File: src/rtl/world_clock_pkg.sv
// world_clock_pkg: field selectors, limits and reset values shared by the world clock core
package world_clock_pkg;
  typedef enum logic [2:0] {
    F_SEC, F_MIN, F_HOUR, F_DAY, F_MONTH, F_YEAR_1, F_YEAR_2, F_NONE
  } set_field_e;
  localparam logic [6:0] MAX_SEC = 7'd59;
  localparam logic [6:0] MAX_MIN = 7'd59;
  localparam logic [6:0] MAX_HOUR = 7'd23;
  localparam logic [6:0] MAX_MONTH = 7'd12;
  localparam logic [6:0] MAX_YEAR = 7'd99;
  localparam logic [6:0] RST_DAY = 7'd1;
  localparam logic [6:0] RST_MONTH = 7'd1;
  localparam logic [6:0] RST_YEAR_1 = 7'd20;
  localparam logic [6:0] RST_YEAR_2 = 7'd0;
endpackage

File: src/rtl/world_clock_timekeeper_month_len.sv
// month_len: days in a month; February gets 29 in leap years when WORLD_CLOCK_LEAP_YEAR_EN is defined
module month_len
  import world_clock_pkg::*;
(
  input  logic [6:0] month,
  input  logic [6:0] year_1,
  input  logic [6:0] year_2,
  output logic [4:0] len
);
  logic leap;
`ifdef WORLD_CLOCK_LEAP_YEAR_EN
  assign leap = year_2 != 7'd0 ? year_2[1:0] == 2'd0 : year_1[1:0] == 2'd0;
`else
  logic unused_year;
  assign leap = 1'b0;
  assign unused_year = ^{year_1, year_2};
`endif
  assign len = month == 7'd2 ? (leap ? 5'd29 : 5'd28) :
               (month == 7'd4 || month == 7'd6 || month == 7'd9 || month == 7'd11) ? 5'd30 : 5'd31;
endmodule

File: src/rtl/world_clock_timekeeper.sv
// world_clock_timekeeper: 1 Hz calendar, zone-2 hour and display phase; leap years via WORLD_CLOCK_LEAP_YEAR_EN
module world_clock_timekeeper
  import world_clock_pkg::*;
#(
  parameter int CLK_HZ = 100,
  parameter int TIME_SECS = 8,
  parameter int DATE_SECS = 2
) (
  input  logic       clk,
  input  logic       reset,
  input  logic       set_en,
  input  logic [2:0] set_field,
  input  logic [6:0] set_value,
  input  logic [4:0] zone_ofs,
  output logic [6:0] sec,
  output logic [6:0] min_1,
  output logic [6:0] hour_1,
  output logic [6:0] min_2,
  output logic [6:0] hour_2,
  output logic [6:0] day,
  output logic [6:0] month,
  output logic [6:0] year_1,
  output logic [6:0] year_2,
  output logic       show_time,
  output logic       sec_tick,
  output logic       set_err
);
  localparam int PW = $clog2(CLK_HZ);
  localparam int PH = TIME_SECS + DATE_SECS;
  localparam int HW = $clog2(PH + 1);
  logic [PW-1:0] pre;
  logic [HW-1:0] ph, ph_n;
  logic [4:0] len, len_new;
  logic [6:0] m_new, y1_new, y2_new;
  logic [7:0] zsum, zadj;
  logic tick, ok, zone_ok, c_s, c_m, c_h, c_d, c_mo, c_y2;
  set_field_e fld;
  assign fld = set_field_e'(set_field);
  month_len u_len (.month(month), .year_1(year_1), .year_2(year_2), .len(len));
  // length of the month the pending load would produce, for clamping day
  month_len u_len_new (.month(m_new), .year_1(y1_new), .year_2(y2_new), .len(len_new));
  always_comb begin
    tick = !set_en && pre == PW'(CLK_HZ - 1);
    c_s = sec == MAX_SEC;
    c_m = c_s && min_1 == MAX_MIN;
    c_h = c_m && hour_1 == MAX_HOUR;
    c_d = c_h && day >= {2'b0, len};
    c_mo = c_d && month == MAX_MONTH;
    c_y2 = c_mo && year_2 == MAX_YEAR;
    m_new = fld == F_MONTH ? set_value : month;
    y1_new = fld == F_YEAR_1 ? set_value : year_1;
    y2_new = fld == F_YEAR_2 ? set_value : year_2;
    ok = fld == F_SEC ? set_value <= MAX_SEC :
         fld == F_MIN ? set_value <= MAX_MIN :
         fld == F_HOUR ? set_value <= MAX_HOUR :
         fld == F_DAY ? set_value != 7'd0 && set_value <= {2'b0, len} :
         fld == F_MONTH ? set_value != 7'd0 && set_value <= MAX_MONTH :
         (fld == F_YEAR_1 || fld == F_YEAR_2) ? set_value <= MAX_YEAR : 1'b0;
    zone_ok = $signed(zone_ofs) >= -5'sd12 && $signed(zone_ofs) <= 5'sd14;
    // 8-bit wrap-around sum: bit 7 set means the raw result went negative
    zsum = {1'b0, hour_1} + (zone_ok ? {{3{zone_ofs[4]}}, zone_ofs} : 8'd0);
    zadj = zsum[7] ? zsum + 8'd24 : zsum >= 8'd24 ? zsum - 8'd24 : zsum;
    ph_n = ph == HW'(PH - 1) ? '0 : ph + 1'b1;
  end
  always_ff @(posedge clk) begin
    if (reset) begin
      pre <= '0;
      ph <= '0;
      sec <= '0;
      min_1 <= '0;
      hour_1 <= '0;
      min_2 <= '0;
      hour_2 <= '0;
      day <= RST_DAY;
      month <= RST_MONTH;
      year_1 <= RST_YEAR_1;
      year_2 <= RST_YEAR_2;
      show_time <= 1'b1;
      sec_tick <= 1'b0;
      set_err <= 1'b0;
    end else begin
      min_2 <= min_1;
      hour_2 <= zadj[6:0];
      sec_tick <= tick;
      set_err <= set_en && !ok;
      if (set_en) begin
        ph <= '0;
        show_time <= 1'b1;
        if (ok) begin
          if (fld == F_SEC) begin
            sec <= set_value;
            pre <= '0;
          end
          if (fld == F_MIN) min_1 <= set_value;
          if (fld == F_HOUR) hour_1 <= set_value;
          if (fld == F_DAY) day <= set_value;
          if (fld == F_MONTH) month <= set_value;
          if (fld == F_YEAR_1) year_1 <= set_value;
          if (fld == F_YEAR_2) year_2 <= set_value;
          if ((fld == F_MONTH || fld == F_YEAR_1 || fld == F_YEAR_2) && day > {2'b0, len_new})
            day <= {2'b0, len_new};
        end
      end else begin
        pre <= tick ? '0 : pre + 1'b1;
        if (sec_tick) begin
          ph <= ph_n;
          show_time <= ph_n < HW'(TIME_SECS);
        end
        if (tick) begin
          sec <= c_s ? 7'd0 : sec + 7'd1;
          if (c_s) min_1 <= c_m ? 7'd0 : min_1 + 7'd1;
          if (c_m) hour_1 <= c_h ? 7'd0 : hour_1 + 7'd1;
          if (c_h) day <= c_d ? 7'd1 : day + 7'd1;
          if (c_d) month <= c_mo ? 7'd1 : month + 7'd1;
          if (c_mo) year_2 <= c_y2 ? 7'd0 : year_2 + 7'd1;
          if (c_y2) year_1 <= year_1 == MAX_YEAR ? 7'd0 : year_1 + 7'd1;
        end
      end
    end
  end
endmodule
File: config.mk
export PLATFORM = sky130hd
export DESIGN_NAME = world_clock_timekeeper
export DESIGN_NICKNAME = d
export VERILOG_FILES = /design/src/rtl/world_clock_pkg.sv /design/src/rtl/world_clock_timekeeper_month_len.sv /design/src/rtl/world_clock_timekeeper.sv
export SDC_FILE = /design/constraint.sdc
export NUM_CORES = 1
export LEC_CHECK = 0
export ABC_AREA = 1
export BUFFER_PORTS_ARGS = -buffer_cell sky130_fd_sc_hd__clkbuf_2
export CELL_PAD_IN_SITES_DETAIL_PLACEMENT = 2
export CELL_PAD_IN_SITES_GLOBAL_PLACEMENT = 2
export CORE_ASPECT_RATIO = 1.25
export CORE_UTILIZATION = 31
export DETAILED_ROUTE_END_ITERATION = 8
export GPL_ROUTABILITY_DRIVEN = 0
export PLACE_DENSITY_LB_ADDON = 0.1
export SYNTH_ARGS = -nofsm -noshare
export SYNTH_HDL_FRONTEND = slang
export SYNTH_SLANG_ARGS = --single-unit
File: constraint.sdc
create_clock -name clk -period 3.4 [get_ports clk]
set_clock_uncertainty 0.1 [all_clocks]
set_input_delay 0.51 -clock clk [delete_from_list [all_inputs] [get_ports clk]]
set_output_delay 0.51 -clock clk [all_outputs]
set_load 0.03 [all_outputs]
==> impl_metrics.ini, run 1 <==
[run]
max-cap-violations = 0

[clock_tree]
htree_levels = 3
clkSlewWorstSetupHoldPaths_ns = 0.07
ctsResizeCount = 0
cts_hold_buffers = 0
clk_latency_ns = 0.36
cts.sinks = 77
ctsRootBufferMaster = clkbuf_16
cts_buffers = 9
cts_tree = done
cts_setup_buffers = 0
clockBufferDepth = 2

[layout]
nNetsFinal = 987
synthToLayoutAreaGrowth_pct = 19.0
fin_cells = 1167
nFillCells = 2131
final_common_cell = nand2_1
post_route_cells_drive_above_1_share_pct = 15.1
layout_common_cells = nand2_1 (208), nor2_1 (110), inv_1 (101)
diodes = 0

[timing]
fin_crit_ns = 3.20
setup_violations = 0
fin_ws_ns = 0.200
rsz0062_at_grt = false
report.final.slew_viol_count = 0
setup_tns_ns = 0
max_freq_ghz = 0.312
worst_slew_pin_slew_ns = 1.00
max_slew_margin_pct = 33.1
finalHoldViolations = 0
min_period_over_period_pct = 94.1
worst_hold_slack_ns = 0.376

[worst_setup_path]
crit_type = reg -> reg
max_stage_delay_ns = 0.40
worst_path_most_repeated_cell = nand2_1
crit_required_ns = 3.54
startpoint_type = register
path_max_fanout = 29
path_cells = ha_1 > or3_1 > a31oi_2 > ha_1 > a21oi_1 > nand2_1 > nand2_1 > nand2_1 > nand2_1 > nand3_2 > nand3_4 > nand2_4 > buf_12 > nand2_4 > nand2_1 > nand2_1 > nor2_1
endpoint_kind = register
crit_arrival_ns = 3.34
slowest_stage = dfxtp_1

[yosys]
synth.top_cell.area_share_pct = 28.3
syn_nets = 900
synth_edf_count = 0
synth.distinct_cells = 45
synthCells = 855
synth_flop_cell = dfxtp_1
yosysTopAreaCell = dfxtp_1
async_reset_ff_share_pct = 0
syn_area_per_cell_um2 = 6.38
synth_area_um2 = 5450
synth_area_leaders = dfxtp_1 (28%), nand2_1 (14%), nor2_1 (7.6%)
ys.warnings.count = 0
synth.yosys.seq_area_share_pct = 28.3
ys_seq_elements = 77

[global_route]
grt_overflow = 0
grt_max_degree = 38
antenna_found_initial = 0
grt_pass1_vias = 6726
grt.total_usage_pct = 24.6
grt_pass1_wl_um = 34300

[power_and_ir_drop]
clockPowerShare_pct = 39.0
vdd_ir_drop_max_mv = 0.187
swShare_pct = 35.4
power.internal_w = 0.00172
p_sw_w = 0.000945
leakage_nw = 3.23
pwr-share-seq_pct = 37.6
combPwrFrac_pct = 23.4
power_density_nw_per_um2 = 411

[die]
die_w_um = 121
die_y_um = 150
ioPinCount = 84
num_rows = 53
die_area_um2 = 18100
coreArea_um2 = 17000
start_util_pct = 32.0

[route]
drtAntennaViolNets = 0
drtIter0Drc = 184
dr.pass1.iters = 4
drt_wl_total_um = 21400
wire_per_inst_um = 18.4
drc_errors = 0
vias = 6049
avgViaCountPerCell = 5.18

[worst_hold_path]
hold_class = reg -> reg

[place]
dpl.cell_count = 1151
pre_cts_ws_ns = 0.0385
port_buffers = 83
dp_hpwl_um = 16500

[outcome]
outcome = finished, final reports clean
## synth_stat cells, types with 2 or more instances
library cell and number:
nand2_4 3, xor2_1 26, nand2b_1 2, buf_4 7, o31ai_1 2, a31oi_1 3, or2_2 3, nand3_2 2
inv_2 2, nand4_1 13, a21oi_1 58, nand3_1 80, nor4_1 2, xnor2_1 4, ha_1 26, nand2_2 3
nand2_1 208, nor2_1 110, nor3_1 12, nand3b_1 29, buf_2 9, nor2_2 2, inv_1 101, clkbuf_1 8
o211ai_1 3, dfxtp_1 77, o21ai_0 42
## sequential cells by signal, summed over array words and instances, names as in the netlist
signal / count
min_2: 7
month: 7
hour_1: 7
ph: 4
set_err: 1
day: 7
year_1: 7
hour_2: 7
show_time: 1
pre: 7
year_2: 7
min_1: 7
sec: 7
sec_tick: 1
## power groups by stage
| stage | combinational (W) | clock (W) | sequential, W |
|---|---|---|---|
| final | 0.000625 | 0.00104 | 0.00100 |
| after CTS | 0.000632 | 0.00107 | 0.00101 |
| after global routing | 0.000695 | 0.00110 | 0.00101 |
| after detailed placement | 0.000626 | 0 | 0.00103 |
| after global placement | 0.000597 | 0 | 0.00102 |
| after floorplan | 0.000344 | 0 | 0.00109 |
## cell families after synthesis
kind of cell | synth area share (%)
AND/OR/NAND/NOR | 39.0
adder cells (fa/ha/maj) | 6.33
XOR/XNOR | 4.82
flip-flops | 28.3
AO/OA/AOI/OAI | 11.7
buffers and inverters | 9.87
## final timing paths
path	start	to	slack, ns	cells past startpoint
max reg2reg	month[0]$_SDFFE_PP1P_	year_2[6]$_SDFFE_PP0P_	0.20	17
min	pre[4]$_SDFFE_PP0P_	pre[4]$_SDFFE_PP0P_	0.38	2
min reg2reg	pre[4]$_SDFFE_PP0P_	pre[4]$_SDFFE_PP0P_	0.38	2
max	month[0]$_SDFFE_PP1P_	year_2[6]$_SDFFE_PP0P_	0.20	17
## worst max-delay path, delay by kind of cell (launching register included)
kind | cells | cell delay, ns
DFF | 1 | 0.40
and+or+nand+nor | 12 | 1.38
buffers and inverters | 1 | 0.19
AOI/OAI and AO/OA | 2 | 0.43
adders and majority gates | 2 | 0.56
## per-stage QoR
stage / utilization [%] / instance area, µm² / power, W
final: 38.1 / 6490 / 0.00267
after global routing: 38.1 / 6490 / 0.00281
after CTS: 38.0 / 6470 / 0.00270
after detailed placement: 36.2 / 6170 / 0.00165
after global placement: 36.2 / 6170 / 0.00162
after floorplan: - / 5450 / 0.00144
## metal layers
| metal | vias up | track usage (%) | part of all wire (%) |
|---|---|---|---|
| met4 | 0 | 10.9 | 3.6 |
| met1 | 2976 | 26.3 | 40 |
| li1 | 2940 | - | - |
| met5 | - | 0 | 0 |
| met2 | 91 | 46.8 | 53 |
| met3 | 42 | 4.36 | 2.9 |
## layout make-up
type	count	area, µm²	share of cell area [%]
Inverter	105	395	6.09
Sequential cell	77	1540	23.8
Timing Repair Buffer	102	583	8.99
Multi-Input combinational cell	647	3390	52.2
Clock inverter	7	80.1	1.23
Tap cell	220	275	4.24
Clock buffer	9	225	3.47
Note: power is estimated with default switching activity, not from simulation.
==> run 2, diff against run 1 <==
REMOVE_ABC_BUFFERS = 1   (was not set)
==> impl_metrics.ini, run 2 (synthesis gave the netlist of run 1 again) <==
[outcome]
outcome = finished, final reports clean

[power_and_ir_drop]
pwr-share-seq_pct = 38.5
power_density_nw_per_um2 = 407
p_sw_w = 0.000908
swShare_pct = 34.8
leakage_nw = 3.20
vdd_ir_drop_max_mv = 0.197
combPwrFrac_pct = 23.4
power.internal_w = 0.00170
clockPowerShare_pct = 38.1

[timing]
setup_tns_ns = 0
worst_hold_slack_ns = 0.377
min_period_over_period_pct = 91.9
max_slew_margin_pct = 24.4
setup_violations = 0
fin_crit_ns = 3.12
max_freq_ghz = 0.320
report.final.slew_viol_count = 0
rsz0062_at_grt = false
finalHoldViolations = 0
worst_slew_pin_slew_ns = 1.13

[worst_setup_path]
endpoint_kind = register
path_cells = inv_1 > ha_1 > or3_1 > a31oi_2 > ha_1 > a21oi_1 > nand2_1 > nand2_1 > nand2_1 > nand2_1 > nand3_2 > nand3_4 > nand2_4 > buf_4 > nand2_1 > nand2_1 > nand2_1 > nor2_1
crit_required_ns = 3.54
worstReg2RegStart = month[1]$_SDFFE_PP0P_
path_max_fanout = 16
crit_type = reg -> reg
timing.rr.end = hour_1[0]$_SDFFE_PP0P_
crit_arrival_ns = 3.26
startpoint_type = register
worst_path_most_repeated_cell = nand2_1
r2r_slack_ns = 0.28
worstRegToRegCells = 18
slowest_stage = dfxtp_1
max_stage_delay_ns = 0.45
startpoint = month[1]$_SDFFE_PP0P_

[route]
wire_per_inst_um = 17.3
drtIter0Drc = 147
dr.pass1.iters = 4
drt_wl_total_um = 20100
drc_errors = 0
vias = 5959
avgViaCountPerCell = 5.13
drtAntennaViolNets = 0

[clock_tree]
htree_levels = 3
ctsRootBufferMaster = clkbuf_16
cts_buffers = 9
clk_latency_ns = 0.35
clkSlewWorstSetupHoldPaths_ns = 0.06
cts_tree = done
cts_hold_buffers = 0
clockBufferDepth = 2
cts.sinks = 77

[global_route]
grt_pass1_wl_um = 32300
antenna_found_initial = 0
grt.total_usage_pct = 23.0
grt_overflow = 0
grt_pass1_vias = 6376
grt_max_degree = 38

[die]
num_rows = 53
die_area_um2 = 18100
die_y_um = 150
ioPinCount = 84
coreArea_um2 = 17000
start_util_pct = 32.0
die_w_um = 121

[place]
dp_hpwl_um = 15400
port_buffers = 83

[layout]
layout_common_cells = nand2_1 (208), nor2_1 (110), inv_1 (101)
post_route_cells_drive_above_1_share_pct = 14.5
nFillCells = 2128
regArea_um2 = 1540
final_common_cell = nand2_1
synthToLayoutAreaGrowth_pct = 17.7
multiInputGateArea_um2 = 3390
nNetsFinal = 982
diodes = 0

[worst_hold_path]
holdPathStages = 2
hp-start = ph[3]$_SDFFE_PP0P_
worstHoldEndpoint = ph[3]$_SDFFE_PP0P_
hold_class = reg -> reg

[run]
max-cap-violations = 0
[run 2: changes by cell type in the layout (fill, tap and decap cells not counted), sizes merged]
cell,before,now
buf,19,14
clkinv,4,6
clkinvlp,1,0
inv,106,104
[run 2: layout make-up]
| class | instances | share of cell area [%] |
|---|---|---|
| clock buffers | 9 | 3.51 |
| clock inverters | 6 | 0.975 |
| inverters | 105 | 6.16 |
| multi-input cells | 647 | 52.7 |
| flip-flops and latches | 77 | 24.0 |
| well taps | 220 | 4.29 |
| repair buffers | 97 | 8.30 |
[run 2: timing repair]
item,in CTS,in global routing
gates resized for setup,0,2
endpoints found under the setup margin,0,1
buffers inserted,0,0
[run 2: worst max path at each step]
stage	end	cells past startpoint
6_report	hour_1[0]$_SDFFE_PP0P_	18
5_1_grt	hour_1[0]$_SDFFE_PP0P_	20
4_1_cts	hour_1[0]$_SDFFE_PP0P_	18
3_5_place_dp	hour_2[4]$_SDFF_PP0_	18
3_3_place_gp	day[5]$_SDFFE_PP0P_	15
2_1_floorplan	year_1[2]$_SDFFE_PP1P_	14
[run 2: layer usage]
metal  vias up  global-route usage (%)  routed length, µm
met2        71                    43.8              10400
met4         0                    8.52                457
li1       2935                       -                  -
met1      2928                    25.5               8680
met3        25                    3.33                539
met5         -                       0                  0
[run 2: through the flow]
stage	utilization [%]	std cells	area [µm²]	worst slack, ns	total power [W]
2_1_floorplan	-	829	5310	0.408	0.00141
3_3_place_gp	35.9	1146	6120	0.280	0.00160
3_5_place_dp	35.9	1146	6120	0.128	0.00164
4_1_cts	37.6	1161	6410	0.165	0.00265
5_1_grt	37.7	1161	6420	0.0472	0.00275
6_report	37.7	1161	6420	0.277	0.00261
[run 2: power groups by stage]
stage               Combinational (W)  Clock, W  Sequential (W)
floorplan                    0.000316         0         0.00109
global placement             0.000583         0         0.00102
detailed placement           0.000614         0         0.00103
CTS                          0.000618   0.00102         0.00100
global route                 0.000679   0.00106         0.00101
finish                       0.000611  0.000995         0.00100
[run 2: worst max-delay path, delay by kind of cell (launching register included)]
kind                       cells  cell delay, ns
buffers and inverters          2            0.34
adders and majority gates      2            0.46
and+or+nand+nor               12            1.25
DFF                            1            0.45
AOI/OAI and AO/OA              2            0.41
